[src/rtl/parking_pkg.sv]
// Shared types and constants for the parking-lot front end.
package parking_pkg;
    localparam int FLOOR_W             = 3;
    localparam int SLOT_W              = 1;
    localparam int DEF_PLATE_W         = 16;
    localparam int DEF_NUM_FLOORS      = 7;
    localparam int DEF_SLOTS_PER_FLOOR = 2;
    localparam int DEF_SUV_FLOORS      = 3;

    typedef enum logic [1:0] {
        ST_IDLE   = 2'd0,
        ST_LOOKUP = 2'd1,
        ST_ISSUE  = 2'd2,
        ST_REJECT = 2'd3
    } alloc_state_e;

    typedef enum logic [1:0] {
        DONE_OK        = 2'd0,
        DONE_FULL      = 2'd1,
        DONE_NOT_FOUND = 2'd2,
        DONE_INVALID   = 2'd3
    } done_code_e;
endpackage

[src/rtl/parking_slot_allocator_if.sv]
// Request / move / done channels between requester, allocator and elevator.
// master = allocator side, slave = environment (requester + elevator).
interface parking_slot_allocator_if #(
    parameter int PLATE_W = parking_pkg::DEF_PLATE_W
);
    import parking_pkg::*;

    logic                 req_valid;
    logic                 req_ready;
    logic                 req_op;
    logic [PLATE_W-1:0]   req_plate;
    logic                 move_valid;
    logic                 move_ready;
    logic [FLOOR_W-1:0]   move_floor;
    logic [SLOT_W-1:0]    move_slot;
    logic                 move_dir;
    logic                 done_valid;
    logic [1:0]           done_code;

    modport master (
        input  req_valid, req_op, req_plate, move_ready,
        output req_ready, move_valid, move_floor, move_slot, move_dir,
               done_valid, done_code
    );

    modport slave (
        output req_valid, req_op, req_plate, move_ready,
        input  req_ready, move_valid, move_floor, move_slot, move_dir,
               done_valid, done_code
    );
endinterface

[src/rtl/slot_priority_finder.sv]
// Lowest-index first match over a candidate vector.
module slot_priority_finder #(
    parameter  int N     = 14,
    localparam int IDX_W = (N > 1) ? $clog2(N) : 1
) (
    input  logic [N-1:0]     i_cand,
    output logic [IDX_W-1:0] o_idx,
    output logic             o_found
);
    // Scan from the top so the lowest set bit is the last one written.
    always_comb begin
        o_idx   = '0;
        o_found = 1'b0;
        for (int i = N - 1; i >= 0; i--) begin
            if (i_cand[i]) begin
                o_idx   = IDX_W'(i);
                o_found = 1'b1;
            end
        end
    end
endmodule

[src/rtl/parking_slot_allocator.sv]
// Parking slot allocator: classifies requests, keeps the occupancy table and
// issues one elevator move at a time. Optional leak guard: PARKING_LEAK_GUARD_EN.
module parking_slot_allocator
    import parking_pkg::*;
#(
    parameter int PLATE_W         = DEF_PLATE_W,
    parameter int NUM_FLOORS      = DEF_NUM_FLOORS,
    parameter int SLOTS_PER_FLOOR = DEF_SLOTS_PER_FLOOR,
    parameter int SUV_FLOORS      = DEF_SUV_FLOORS
) (
    input  logic                                         clock,
    input  logic                                         reset,
    parking_slot_allocator_if.master                     bus,
    input  logic                                         leakage,
    input  logic [FLOOR_W-1:0]                           leakage_floor,
    input  logic                                         leak_clear,
    output logic                                         plate_type,
    output logic [NUM_FLOORS*SLOTS_PER_FLOOR*PLATE_W-1:0] parked,
    output logic                                         empty_suv,
    output logic                                         empty_sedan,
    output logic                                         full_suv,
    output logic                                         full_sedan
);
    localparam int NUM_SLOTS = NUM_FLOORS * SLOTS_PER_FLOOR;
    localparam int IDX_W     = (NUM_SLOTS > 1) ? $clog2(NUM_SLOTS) : 1;

    alloc_state_e                       r_state, w_next;
    logic                               r_op, r_type, r_done_ok;
    logic [PLATE_W-1:0]                 r_plate;
    logic [IDX_W-1:0]                   r_idx;
    done_code_e                         r_code;
    logic [NUM_SLOTS-1:0][PLATE_W-1:0]  r_slots;

    logic [NUM_FLOORS-1:0]              w_leak;
    logic [NUM_SLOTS-1:0]               w_is_suv, w_used, w_avail, w_free, w_match;
    logic [IDX_W-1:0]                   w_free_idx, w_match_idx, w_lk_idx;
    logic                               w_free_found, w_match_found;
    done_code_e                         w_lk_code;

`ifdef PARKING_LEAK_GUARD_EN
    logic [NUM_FLOORS-1:0] r_leak;

    // Leak marks: clear has priority, out-of-range floors match no entry.
    always_ff @(posedge clock or negedge reset) begin
        if (!reset) begin
            r_leak <= '0;
        end else if (leak_clear) begin
            r_leak <= '0;
        end else if (leakage) begin
            for (int f = 0; f < NUM_FLOORS; f++)
                if (int'(leakage_floor) == f + 1) r_leak[f] <= 1'b1;
        end
    end
    assign w_leak = r_leak;
`else
    logic w_unused_leak;
    assign w_unused_leak = ^{leakage, leakage_floor, leak_clear};
    assign w_leak        = '0;
`endif

    // Per-slot status; slot g lives on floor g/SLOTS_PER_FLOOR (0-based).
    for (genvar g = 0; g < NUM_SLOTS; g++) begin : g_slot
        localparam int FL = g / SLOTS_PER_FLOOR;
        assign w_is_suv[g] = (FL < SUV_FLOORS);
        assign w_used[g]   = |r_slots[g];
        assign w_avail[g]  = !w_used[g] && !w_leak[FL];
        assign w_free[g]   = w_avail[g] && (w_is_suv[g] == r_type);
        assign w_match[g]  = (r_slots[g] == r_plate);
    end

    slot_priority_finder #(.N(NUM_SLOTS)) u_free_find (
        .i_cand (w_free),  .o_idx (w_free_idx),  .o_found (w_free_found)
    );
    slot_priority_finder #(.N(NUM_SLOTS)) u_match_find (
        .i_cand (w_match), .o_idx (w_match_idx), .o_found (w_match_found)
    );

    // Lookup verdict for the held request; plate 0 would match empty slots,
    // so it is rejected before any match is trusted.
    always_comb begin
        w_lk_code = DONE_OK;
        w_lk_idx  = w_match_idx;
        if (r_plate == '0) begin
            w_lk_code = DONE_INVALID;
        end else if (!r_op) begin
            w_lk_idx = w_free_idx;
            if (w_match_found)      w_lk_code = DONE_INVALID;
            else if (!w_free_found) w_lk_code = DONE_FULL;
        end else if (!w_match_found) begin
            w_lk_code = DONE_NOT_FOUND;
        end
    end

    // State register.
    always_ff @(posedge clock or negedge reset) begin
        if (!reset) r_state <= ST_IDLE;
        else        r_state <= w_next;
    end

    // Next-state logic.
    always_comb begin
        w_next = r_state;
        case (r_state)
            ST_IDLE:   if (bus.req_valid) w_next = ST_LOOKUP;
            ST_LOOKUP: w_next = (w_lk_code == DONE_OK) ? ST_ISSUE : ST_REJECT;
            ST_ISSUE:  if (bus.move_ready) w_next = ST_IDLE;
            default:   w_next = ST_IDLE;
        endcase
    end

    // Request capture, lookup result and occupancy update on handshake.
    always_ff @(posedge clock or negedge reset) begin
        if (!reset) begin
            r_op      <= 1'b0;
            r_type    <= 1'b0;
            r_plate   <= '0;
            r_idx     <= '0;
            r_code    <= DONE_OK;
            r_done_ok <= 1'b0;
            r_slots   <= '0;
        end else begin
            r_done_ok <= 1'b0;
            case (r_state)
                ST_IDLE: if (bus.req_valid) begin
                    r_op    <= bus.req_op;
                    r_plate <= bus.req_plate;
                    r_type  <= bus.req_plate[PLATE_W-1];
                end
                ST_LOOKUP: begin
                    r_idx  <= w_lk_idx;
                    r_code <= w_lk_code;
                end
                ST_ISSUE: if (bus.move_ready) begin
                    r_slots[r_idx] <= r_op ? '0 : r_plate;
                    r_done_ok      <= 1'b1;
                end
                default: ;
            endcase
        end
    end

    // Outputs: move fields are held at 0 outside ISSUE.
    always_comb begin
        bus.req_ready  = (r_state == ST_IDLE);
        bus.move_valid = 1'b0;
        bus.move_floor = '0;
        bus.move_slot  = '0;
        bus.move_dir   = 1'b0;
        bus.done_valid = r_done_ok;
        bus.done_code  = DONE_OK;
        if (r_state == ST_ISSUE) begin
            bus.move_valid = 1'b1;
            bus.move_floor = FLOOR_W'(int'(r_idx) / SLOTS_PER_FLOOR + 1);
            bus.move_slot  = SLOT_W'(int'(r_idx) % SLOTS_PER_FLOOR);
            bus.move_dir   = r_op;
        end else if (r_state == ST_REJECT) begin
            bus.done_valid = 1'b1;
            bus.done_code  = r_code;
        end
    end

    assign plate_type  = r_type;
    assign parked      = r_slots;
    assign empty_suv   = ~|(w_used  &  w_is_suv);
    assign empty_sedan = ~|(w_used  & ~w_is_suv);
    assign full_suv    = ~|(w_avail &  w_is_suv);
    assign full_sedan  = ~|(w_avail & ~w_is_suv);
endmodule

[src/flat_wrapper.sv]
// flat-port wrapper written by rule: the top's interface ports become plain ports
module parking_slot_allocator_flat import parking_pkg::*;
#(
    parameter int PLATE_W         = DEF_PLATE_W,
    parameter int NUM_FLOORS      = DEF_NUM_FLOORS,
    parameter int SLOTS_PER_FLOOR = DEF_SLOTS_PER_FLOOR,
    parameter int SUV_FLOORS      = DEF_SUV_FLOORS
)
  (clock, reset, leakage, leakage_floor, leak_clear, plate_type, parked, empty_suv, empty_sedan, full_suv, full_sedan, bus_req_valid, bus_req_op, bus_req_plate, bus_move_ready, bus_req_ready, bus_move_valid, bus_move_floor, bus_move_slot, bus_move_dir, bus_done_valid, bus_done_code);
  parking_slot_allocator_if #(.PLATE_W(PLATE_W)) bus_i ();
  input  logic clock;
  input  logic reset;
  input  logic leakage;
  input  logic [FLOOR_W-1:0] leakage_floor;
  input  logic leak_clear;
  output logic plate_type;
  output logic [NUM_FLOORS*SLOTS_PER_FLOOR*PLATE_W-1:0] parked;
  output logic empty_suv;
  output logic empty_sedan;
  output logic full_suv;
  output logic full_sedan;
  input wire logic [$bits(bus_i.req_valid)-1:0] bus_req_valid;
  input wire logic [$bits(bus_i.req_op)-1:0] bus_req_op;
  input wire logic [$bits(bus_i.req_plate)-1:0] bus_req_plate;
  input wire logic [$bits(bus_i.move_ready)-1:0] bus_move_ready;
  output wire logic [$bits(bus_i.req_ready)-1:0] bus_req_ready;
  output wire logic [$bits(bus_i.move_valid)-1:0] bus_move_valid;
  output wire logic [$bits(bus_i.move_floor)-1:0] bus_move_floor;
  output wire logic [$bits(bus_i.move_slot)-1:0] bus_move_slot;
  output wire logic [$bits(bus_i.move_dir)-1:0] bus_move_dir;
  output wire logic [$bits(bus_i.done_valid)-1:0] bus_done_valid;
  output wire logic [$bits(bus_i.done_code)-1:0] bus_done_code;
  assign bus_i.req_valid = bus_req_valid;
  assign bus_i.req_op = bus_req_op;
  assign bus_i.req_plate = bus_req_plate;
  assign bus_i.move_ready = bus_move_ready;
  assign bus_req_ready = bus_i.req_ready;
  assign bus_move_valid = bus_i.move_valid;
  assign bus_move_floor = bus_i.move_floor;
  assign bus_move_slot = bus_i.move_slot;
  assign bus_move_dir = bus_i.move_dir;
  assign bus_done_valid = bus_i.done_valid;
  assign bus_done_code = bus_i.done_code;
  parking_slot_allocator #(.PLATE_W(PLATE_W), .NUM_FLOORS(NUM_FLOORS), .SLOTS_PER_FLOOR(SLOTS_PER_FLOOR), .SUV_FLOORS(SUV_FLOORS)) u_core (.clock(clock), .reset(reset), .bus(bus_i), .leakage(leakage), .leakage_floor(leakage_floor), .leak_clear(leak_clear), .plate_type(plate_type), .parked(parked), .empty_suv(empty_suv), .empty_sedan(empty_sedan), .full_suv(full_suv), .full_sedan(full_sedan));
endmodule
[config.mk]
export PLATFORM = sky130hd
export DESIGN_NAME = parking_slot_allocator_flat
export DESIGN_NICKNAME = d
export VERILOG_FILES = /design/src/rtl/parking_pkg.sv /design/src/rtl/parking_slot_allocator_if.sv /design/src/rtl/slot_priority_finder.sv /design/src/rtl/parking_slot_allocator.sv /design/src/flat_wrapper.sv
export SDC_FILE = /design/constraint.sdc
export NUM_CORES = 1
export LEC_CHECK = 0
export CORE_MARGIN = 2
export CORE_UTILIZATION = 45
export CTS_CLUSTER_SIZE = 20
export DETAILED_ROUTE_END_ITERATION = 16
export GPL_TIMING_DRIVEN = 0
export PLACE_DENSITY = 0.83
export SLEW_MARGIN = 20
export SYNTH_ARGS = -nofsm -noshare
export SYNTH_HDL_FRONTEND = slang
export SYNTH_HIERARCHICAL = 1
export SYNTH_SLANG_ARGS = --single-unit
[constraint.sdc]
create_clock -name clock -period 6.3 [get_ports clock]
set_input_delay 0.63 -clock clock [delete_from_list [all_inputs] [get_ports clock]]
set_output_delay 0.63 -clock clock [all_outputs]
set_load 0.005 [all_outputs]
==> results.txt <==
outcome: finished, final reports clean
DRT iter0 DRCs: 1,337
# setup viols final: 0
Data arrival, critical path: 4.88 ns
number of slew-limit violations in the final report: 0
number of buffer cells added on primary ports: 259
FF-to-FF path depth: 11
power per standard cell area: 591.8 nW/um^2
Crit Path Category: reg2reg
area of the placeable core: 28,700 um^2
sort of element at the start of the critical path: register
unrepaired setup endpoints after global routing: no
clock root buffer master: sky130_fd_sc_hd__clkbuf_16
Mapped Area: 13,150 um^2
syn_nets: 1,126
width of the die: 174.9 um
dpl ws: 2.026 ns
overall power after layout: 0.01016 W
Starting Density: 0.4580
count of buffers added by post-CTS timing repair for setup: 0
total die area: 30,600 um^2
worst relative slew slack: 0.1365
peak supply drop: 0.2720 mV
Via density: 6.131
cts hold-fix bufs: 0
vias after detailed routing: 10,990
Seq/Total Area, Yosys: 0.4759
number of hold violations in the final report: 0
number of buffers inserted during clock tree synthesis: 27
most common library cell in the layout ignoring fill and taps: sky130_fd_sc_hd__clkdlybuf4s50_1
post-route minimum period: 4.455 ns
data required time of the worst path: 6.73 ns
Routed WL per cell: 27.58 um
Mapped Avg Cell Area: 11.96 um^2
maximum number of buffers from clock root to sink: 3
flop and latch count out of synthesis: 250
TritonCTS clock tree: built
endpoint of the worst-slack reg-to-reg timing path: u_core/r_code[1]
Tightest Pin Transition: 1.295 ns
number of core rows: 62
hpwl dp: 34,030 um
Synth-to-Final Area Change: 30.65%
grt ovf: 0
drc violations: 0
count of antenna-violating nets left after detailed routing: 0
I/O pins: 265
post-route worst setup slack: 1.845 ns
number of global-route vias before repair: 11,120
DP Cell Count: 1,744
gpl congestion: 0.9730
maximum achievable frequency: 224.5 MHz
filler instances: 2,285
count of instances resized after the clock tree is built: 0
cell count after synthesis: 1,099
clock-pin slew on the worst setup and hold paths: 0.06 ns
DRT Pass-1 Iters: 6
max-capacitance violation count: 0
DIE HEIGHT: 174.9 um
biggest fanout along the worst timing path: 10
number of antenna violations at the first check in global routing: 1
Ant. Diodes: 0
source-to-sink clock delay at the later pin of the worst-skew pair: 0.56 ns
TritonCTS Sinks: 250
Yosys warning total: 6
H-tree lvl count: 1
maximum number of pins on one net before global-route repair: 98
Post-DP Area: 16,280 um^2
Clock Skews: 0.01656 ns
fin cells: 1,792
Total Routing Usage GR: 0.3197
wire length of the first global-routing pass: 72,030 um
FF-to-FF Start: u_core/r_plate[12]
worst min-delay path category: in2async
static leakage: 6.998 nW
post-layout instance area: 17,180 um^2
count of unique library cells instantiated by Yosys: 43
critical path endpoint category: register
layout cell share with drive strength beyond 1: 0.2273
worst setup slack for register-to-register paths: 1.85 ns
wire length after detailed routing: 49,420 um
Period Utilization, post-route: 0.7071
final layout net count: 1,416
most frequent cells in the layout: sky130_fd_sc_hd__clkdlybuf4s50_1, sky130_fd_sc_hd__dfrtp_1, sky130_fd_sc_hd__mux2_2
==> power by group <==
part	switching [W]	total [W]	internal, W	leakage [nW]
registers	0.000798	0.00295	0.00215	3.38
clock network	0.000663	0.00161	0.000944	0.436
logic	0.00300	0.00561	0.00261	3.18
==> kinds of logic after synthesis <==
| group | count (synthesis) | synth area share |
|---|---|---|
| AOI/OAI and AO/OA | 36 | 0.01732 |
| xor gates and xnor gates | 226 | 0.1506 |
| adders and majority gates | 1 | 0.0009516 |
| buffers and inverters | 83 | 0.02655 |
| DFF | 250 | 0.4759 |
| muxes | 241 | 0.2063 |
| and+or+nand+nor | 262 | 0.1224 |
==> critical path: stages, from the launching register on <==
cell	delay [ns]
sky130_fd_sc_hd__dfrtp_1	0.32
sky130_fd_sc_hd__clkbuf_1	0.68
sky130_fd_sc_hd__buf_1	0.98
sky130_fd_sc_hd__xnor2_1	0.20
sky130_fd_sc_hd__nand4_1	0.11
sky130_fd_sc_hd__nor4_1	0.93
sky130_fd_sc_hd__nor4_2	0.13
sky130_fd_sc_hd__nor3b_2	0.22
sky130_fd_sc_hd__nand3_1	0.19
sky130_fd_sc_hd__xor2_1	0.09
sky130_fd_sc_hd__o21ai_0	0.38
sky130_fd_sc_hd__nand2_1	0.10
==> worst max path at each step <==
stage                        endpoint  depth (start not counted)  slack (ns)                from
finish               u_core/r_code[1]                         11        1.85  u_core/r_plate[12]
detailed placement   u_core/r_code[1]                         11        2.03   u_core/r_plate[5]
floorplan             u_core/r_idx[0]                         11        3.64  u_core/r_plate[14]
global route         u_core/r_code[1]                         11        1.94   u_core/r_plate[6]
CTS                  u_core/r_code[1]                         11        1.96  u_core/r_plate[14]
global placement    u_core/parked[72]                          1       -5.73               reset
==> final cells by class <==
class / count / area, um^2 / share of cell area
Tap cell: 384 / 480.5 / 0.02797
Clock buffer: 42 / 792.0 / 0.04611
Clock inverter: 6 / 95.09 / 0.005537
Sequential cell: 250 / 6256 / 0.3642
Inverter: 9 / 33.78 / 0.001967
Timing Repair Buffer: 261 / 2653 / 0.1544
Multi-Input combinational cell: 766 / 6541 / 0.3809
Buffer: 74 / 324.1 / 0.01887
==> sequential cells by signal, summed over array words and instances, names as in the netlist <==
| name | count |
|---|---|
| u_core/r_plate | 15 |
| u_core/parked | 224 |
| u_core/r_op | 1 |
| u_core/r_idx | 4 |
| u_core/r_done_ok | 1 |
| u_core/plate_type | 1 |
| u_core/r_state | 2 |
| u_core/r_code | 2 |
==> per-stage QoR <==
step                      hold slack (ns)  TNS (ns)  utilization
after floorplan                    0.3344         0            -
after global placement             0.4544  -1427.27       0.5651
after detailed placement           0.4675         0       0.5674
after CTS                          0.1143         0       0.5983
after global routing               0.1544         0       0.5984
final                             0.09660         0       0.5984
==> routing by layer <==
metal  vias up  part of all wire  routed length (um)  global-route usage
met5         -                 0                   0                   0
met4         0             0.061                3002              0.1667
met2       800              0.44               21800              0.4872
met1      5476              0.38               18730              0.4235
li1       4519                 -                   -                   -
met3       192              0.12                5875             0.07898
==> synth_stat cells <==
cell | instances | area (um^2)
sky130_fd_sc_hd__and2_1 | 4 | 25.02
sky130_fd_sc_hd__and4_1 | 2 | 17.52
sky130_fd_sc_hd__mux2i_1 | 1 | 10.01
sky130_fd_sc_hd__and3_1 | 2 | 12.51
sky130_fd_sc_hd__nor3_1 | 3 | 15.01
sky130_fd_sc_hd__nor4_1 | 76 | 475.5
sky130_fd_sc_hd__or3b_1 | 1 | 8.760
sky130_fd_sc_hd__clkbuf_1 | 48 | 180.2
sky130_fd_sc_hd__dfrtp_1 | 250 | 6256
sky130_fd_sc_hd__a21boi_1 | 2 | 15.01
sky130_fd_sc_hd__nor2_1 | 38 | 142.6
sky130_fd_sc_hd__a41oi_1 | 1 | 8.760
sky130_fd_sc_hd__buf_1 | 13 | 48.80
sky130_fd_sc_hd__or3_1 | 1 | 6.260
sky130_fd_sc_hd__nor3_4 | 2 | 32.53
sky130_fd_sc_hd__nand4_1 | 73 | 456.7
sky130_fd_sc_hd__buf_2 | 6 | 30.03
sky130_fd_sc_hd__a21oi_1 | 10 | 50.05
sky130_fd_sc_hd__nor3b_1 | 1 | 7.510
sky130_fd_sc_hd__nor2_4 | 4 | 45.04
sky130_fd_sc_hd__xnor2_1 | 225 | 1971
sky130_fd_sc_hd__o22a_1 | 1 | 8.760
sky130_fd_sc_hd__nor2b_1 | 19 | 118.9
sky130_fd_sc_hd__a221oi_2 | 2 | 30.03
sky130_fd_sc_hd__o22ai_1 | 2 | 12.51
sky130_fd_sc_hd__mux2_2 | 240 | 2703
sky130_fd_sc_hd__inv_1 | 9 | 33.78
sky130_fd_sc_hd__ha_1 | 1 | 12.51
sky130_fd_sc_hd__a211oi_1 | 2 | 15.01
sky130_fd_sc_hd__nor2_2 | 2 | 12.51
sky130_fd_sc_hd__nand3_1 | 2 | 10.01
sky130_fd_sc_hd__xor2_1 | 1 | 8.760
sky130_fd_sc_hd__nand2_1 | 13 | 48.80
sky130_fd_sc_hd__nor3b_2 | 2 | 25.02
sky130_fd_sc_hd__nor4_2 | 6 | 75.07
sky130_fd_sc_hd__nand3b_1 | 1 | 7.510
sky130_fd_sc_hd__nand2b_1 | 7 | 43.79
sky130_fd_sc_hd__buf_4 | 6 | 45.04
sky130_fd_sc_hd__o21ai_0 | 13 | 65.06
sky130_fd_sc_hd__or4_1 | 3 | 22.52
sky130_fd_sc_hd__a21o_1 | 1 | 7.510
sky130_fd_sc_hd__o31ai_1 | 2 | 15.01
sky130_fd_sc_hd__buf_6 | 1 | 11.26
Power figures use the tool's default switching activity.
